`src/rtl/mux_defs.vh`:
```
// rtl/mux_defs.vh - shared state encodings and default sizing for rr_mux_arbiter
`ifndef MUX_DEFS_VH
`define MUX_DEFS_VH
`define MUX_ST_IDLE 1'b0
`define MUX_ST_BUSY 1'b1
`define MUX_DEF_N 8
`define MUX_DEF_W 8
`endif

```
`src/rtl/rr_mux_arbiter_pkg.sv`:
```
// rtl/rr_mux_arbiter_pkg.sv - state type and default sizes for rr_mux_arbiter
`include "mux_defs.vh"

package rr_mux_arbiter_pkg;

  typedef enum logic {
    ST_IDLE = `MUX_ST_IDLE,
    ST_BUSY = `MUX_ST_BUSY
  } state_t;

  localparam int DEF_N = `MUX_DEF_N;
  localparam int DEF_W = `MUX_DEF_W;

endpackage

```
`src/rtl/rr_pick.sv`:
```
// rtl/rr_pick.sv - combinational round-robin picker: first unmasked req at or above ptr, wrapping
module rr_pick #(
  parameter int N  = 8,
  parameter int SW = $clog2(N)
) (
  input  logic [N-1:0]  req,
  input  logic [SW-1:0] ptr,
  input  logic [N-1:0]  mask,
  output logic          found,
  output logic [SW-1:0] index
);

  logic [N-1:0]  eff;
  logic [SW-1:0] cand;

  assign eff = req & ~mask;

  // N is a power of two, so SW-bit addition wraps N-1 back to 0 for free.
  always_comb begin
    found = 1'b0;
    index = '0;
    cand  = '0;
    for (int k = 0; k < N; k++) begin
      cand = ptr + SW'(k);
      if (!found && eff[cand]) begin
        found = 1'b1;
        index = cand;
      end
    end
  end

endmodule

```
`src/rtl/rr_mux_arbiter.sv`:
```
// rtl/rr_mux_arbiter.sv - round-robin N:1 word arbiter with registered grant/sel/data and backpressure
module rr_mux_arbiter
  import rr_mux_arbiter_pkg::*;
#(
  parameter int N = DEF_N,
  parameter int W = DEF_W,
  localparam int SW = $clog2(N)
) (
  input  logic           clk,
  input  logic           rst_n,
  input  logic [N-1:0]   req,
  input  logic [N*W-1:0] in_data,
  input  logic           out_ready,
  output logic [N-1:0]   grant,
  output logic [SW-1:0]  sel,
  output logic           out_valid,
  output logic [W-1:0]   out_data
);

  state_t        state, state_next;
  logic [SW-1:0] ptr;
  logic [SW-1:0] pick_ptr;
  logic [N-1:0]  pick_mask;
  logic          pick_found;
  logic [SW-1:0] pick_idx;
  logic          load, clear;
  logic [W-1:0]  words [N];

  for (genvar i = 0; i < N; i++) begin : g_words
    assign words[i] = in_data[i*W +: W];
  end

  // On completion, arbitrate from the slot after the winner with the winner masked out.
  assign pick_ptr  = (state == ST_BUSY) ? SW'(sel + 1'b1) : ptr;
  assign pick_mask = (state == ST_BUSY) ? grant : '0;

  rr_pick #(.N(N), .SW(SW)) u_pick (
    .req   (req),
    .ptr   (pick_ptr),
    .mask  (pick_mask),
    .found (pick_found),
    .index (pick_idx)
  );

  always_comb begin
    state_next = state;
    load       = 1'b0;
    clear      = 1'b0;
    case (state)
      ST_IDLE: begin
        if (pick_found) begin
          load       = 1'b1;
          state_next = ST_BUSY;
        end
      end
      ST_BUSY: begin
        if (out_ready) begin
          if (pick_found) begin
            load = 1'b1;
          end else begin
            clear      = 1'b1;
            state_next = ST_IDLE;
          end
        end
      end
      default: state_next = ST_IDLE;
    endcase
  end

  always_ff @(posedge clk) begin
    if (!rst_n) begin
      state    <= ST_IDLE;
      ptr      <= '0;
      grant    <= '0;
      sel      <= '0;
      out_data <= '0;
    end else begin
      state <= state_next;
      if (state == ST_BUSY && out_ready) begin
        ptr <= SW'(sel + 1'b1);
      end
      if (load) begin
        grant    <= {{(N-1){1'b0}}, 1'b1} << pick_idx;
        sel      <= pick_idx;
        out_data <= words[pick_idx];
      end else if (clear) begin
        grant <= '0;
      end
    end
  end

  assign out_valid = (state == ST_BUSY);

endmodule

```
`config.mk`:
```
export PLATFORM = sky130hd
export DESIGN_NAME = rr_mux_arbiter
export DESIGN_NICKNAME = d
export VERILOG_FILES = /design/src/rtl/rr_mux_arbiter_pkg.sv /design/src/rtl/rr_pick.sv /design/src/rtl/rr_mux_arbiter.sv
export VERILOG_INCLUDE_DIRS = /design/src /design/src/rtl
export SDC_FILE = /design/constraint.sdc
export NUM_CORES = 1
export LEC_CHECK = 0
export CAP_MARGIN = 25
export CORE_MARGIN = 2
export CORE_UTILIZATION = 42
export CTS_BUF_LIST = sky130_fd_sc_hd__clkbuf_4
export DETAILED_ROUTE_END_ITERATION = 12
export PLACE_DENSITY = 0.79
export SYNTH_ARGS = -nofsm -noshare
export SYNTH_HDL_FRONTEND = slang
export SYNTH_SLANG_ARGS = --single-unit
```
`constraint.sdc`:
```
create_clock -name clk -period 3.7 [get_ports clk]
set_input_delay 0.74 -clock clk [delete_from_list [all_inputs] [get_ports clk]]
set_output_delay 0.74 -clock clk [all_outputs]
set_load 0.02 [all_outputs]
```
==> flow_summary.toml, run 1 <==
[sta]
period_needed_ps = 3600
final-setup-viol-count = 0
rsz0062_at_grt = "true"
whs_ps = 536
max_slew_margin_pct = 51.4
tightest_slew_ps = 727
hold_violations = 0
fin_skew_ps = 2.29
max_freq_ghz = 0.277
min_period_over_period_pct = 97.4
drv_slew = 0

[global_route]
grt-ovfl-total = 0
grt_use_total_pct = 25.7
antenna_found_initial = 0
grt_max_degree = 24
grt_pass1_vias = 3108
grt_pass1_wl_um = 14700

[logic_synthesis]
yosys_most_used_dff = "dfxtp_1"
synth_most_common_cell = "nand2_1"
async_flop_share_pct = 0
synth_area_per_cell_um2 = 8.11
synth-edff-count = 0
syn_area_um2 = 2610
synth_top_area_share_pct = 17.6
ys_warn_count = 0
syn_inst = 322
synth.distinct_cells = 64
synth_area_leaders = "dfxtp_1 18%, mux2i_1 6.1%, a211oi_1 5.2%, a21boi_0 5.2%, nand2_1 4.3%"
synth_common_cells = "30 x nand2_1, 23 x dfxtp_1, 21 x o21ai_0"
ys_seq_area_share_pct = 17.6
synth-seq-cells = 23
synth_fp_nets = 399
yosys.area.top_type = "dfxtp_1"

[detailed_routing]
drc = 0
wirelength_um = 10100
vias = 3319
via_per_inst = 6.07
wl_per_cell_um = 18.5
first_pass_iters = 4
drtIter0Drc = 122
ant_nets = 0

[hold_path]
hp-class = "flip-flop to flip-flop"
whs_endpoint = "ptr[1]"
hp-start = "ptr[1]"
hold_depth = 2

[clock_tree]
clock_path_buffers = 2
root_buffer = "clkbuf_4"
clk_pin_slew_ps = 140
ctsHtreeMaxLevel = 1
insertion_delay_ps = 320
cts.sinks = 23
tritoncts = "yes"
cts_buffers = 3

[worst_setup_path]
critPathSlowestCell = "clkdlybuf4s50_1"
critPathMaxStageDelay_ps = 470
critical_path_class = "primary input to flip-flop"
cp.depth = 16
worstPathCellList = "clkdlybuf4s50_1 > nor2b_1 > o22ai_2 > nor3_4 > buf_6 > nor3_2 > nor2_1 > buf_4 > nor2_1 > a211oi_2 > o31ai_4 > and2_4 > buf_12 > a211oi_1 > buf_4 > a2111oi_4"
cp_num_buf_inv = 5
rrSetupSlack_ps = 140
reg2regPathDepth = 15
cp.required_ps = 3930
worstSetupEndpointType = "flip-flop"
r2r_start = "sel[1]"
crit_fanout = 14
critPathTopFamily = "buffers and inverters"
r2r-end = "out_data[0]"
start_kind = "primary input"
cp.arrival_ps = 3840

[cells_and_area]
multi_input_area_um2 = 2460
drive_above_1_share_pct = 35.6
area_delta_synth_final_pct = 77.3
final_nets = 550
regArea_um2 = 469
fillers = 393
insertedDiodeCount = 0
layoutNonFillerInstCount = 547

[floorplanning]
ios = 95
die_w_um = 82.9
coreArea_um2 = 5960
start_util_pct = 43.8
die-height_um = 82.9
dieArea_um2 = 6860
row_count = 28

[pwr]
power_density_nw_per_um2 = 1220
p_total_mw = 5.65
p_leak_nw = 1.77
ir_drop_uv = 960

[placement]
dp_hpwl_um = 7750
port_buffers = 94
dp.cells = 538
gp_congestion = 0.923

[status]
status = "finished, final reports clean"

[run]
maxCapViolations = 0
## worst max-delay path by stage
stage	from	endpoint
global route	req[7]	out_data[1]
CTS	req[2]	out_data[1]
finish	req[0]	out_data[0]
floorplan	sel[0]	out_data[3]
global placement	req[0]	out_data[7]
detailed placement	req[3]	out_data[1]
## state kept, by name, summed over array words and instances, names as in the netlist
name / flops
grant: 8
out_data: 8
ptr: 3
sel: 3
out_valid: 1
## metal layers
layer / GRT usage [%] / vias to the layer above / part of all wire (%)
li1: - / 1555 / -
met1: 31.0 / 1571 / 39
met2: 46.5 / 162 / 51
met3: 3.48 / 31 / 6.6
met4: 8.64 / 0 / 3.6
met5: 0 / - / 0
## area by class of cell
cell class | instances | area share, %
multi-input combinational | 277 | 53.2
sequential | 23 | 10.1
clock buffer | 3 | 0.486
clock inverter | 1 | 0.162
timing repair buffer | 164 | 33.6
tap | 75 | 2.03
inverter | 4 | 0.378
## cell usage in the layout (no fill, tap or decap), drive strengths merged, types with 5 or more instances in the layout
cell type / synthesis / layout
o21ai: 22 / 22
nand2: 31 / 31
a211oi: 19 / 19
a21boi: 18 / 18
clkdlybuf4s50: 0 / 89
nor2: 12 / 12
a22oi: 6 / 6
mux2i: 17 / 17
nor2b: 15 / 15
and2: 11 / 11
nand3: 20 / 20
dlymetal6s2s: 0 / 5
buf: 12 / 70
o211ai: 5 / 5
xnor2: 5 / 5
a21oi: 8 / 8
dfxtp: 23 / 23
nor3: 12 / 12
a2111oi: 8 / 8
o22ai: 7 / 7
mux2: 8 / 8
## kinds of logic (layout without fill, tap and decap cells)
kind of cell | after synthesis | after routing | share of synthesized area (%)
AND/OR/NAND/NOR | 126 | 126 | 26.5
flip-flops | 23 | 23 | 17.6
XOR/XNOR | 5 | 5 | 1.96
buffers and inverters | 22 | 172 | 5.99
adder cells (fa/ha/maj) | 2 | 2 | 0.958
multiplexers | 25 | 25 | 11.1
AO/OA/AOI/OAI | 119 | 119 | 35.8
## what timing repair did
action / in CTS / in global routing
resized for setup: 15 / 76
buffers inserted: 0 / 6
hold buffers: 0 / 0
setup endpoints to repair: 8 / 16
pin swaps: 2 / 31
## power by group
group,internal [mW],total [mW],switching (mW)
Clock,0.0413,0.128,0.0866
Sequential,0.338,0.417,0.0785
Combinational,2.58,5.11,2.53
## worst min-delay path: cells and delay by family, from the launching register on
kind	cells	cell delay, ps
AND/OR/NAND/NOR	1	70
AO/OA/AOI/OAI	1	70
flip-flops	1	370
## metrics by stage
stage	setup TNS, ps	utilization, %	worst slack, ps	cell area, um^2
floorplan	0	-	11.2	2670
global placement	-4490	68.8	-354	4100
detailed placement	-5570	68.8	-478	4100
CTS	-17.3	70.6	-17.3	4200
global route	-234	77.8	-54.4	4630
finish	0	77.8	96.1	4630
(Power assumes the default switching activity.)
==> inputs of run 2 (changes only) <==
SLEW_MARGIN = 20   (was default)
==> results of run 2 <==
No change in the layout: final DEF, timing and power equal those of run 1.
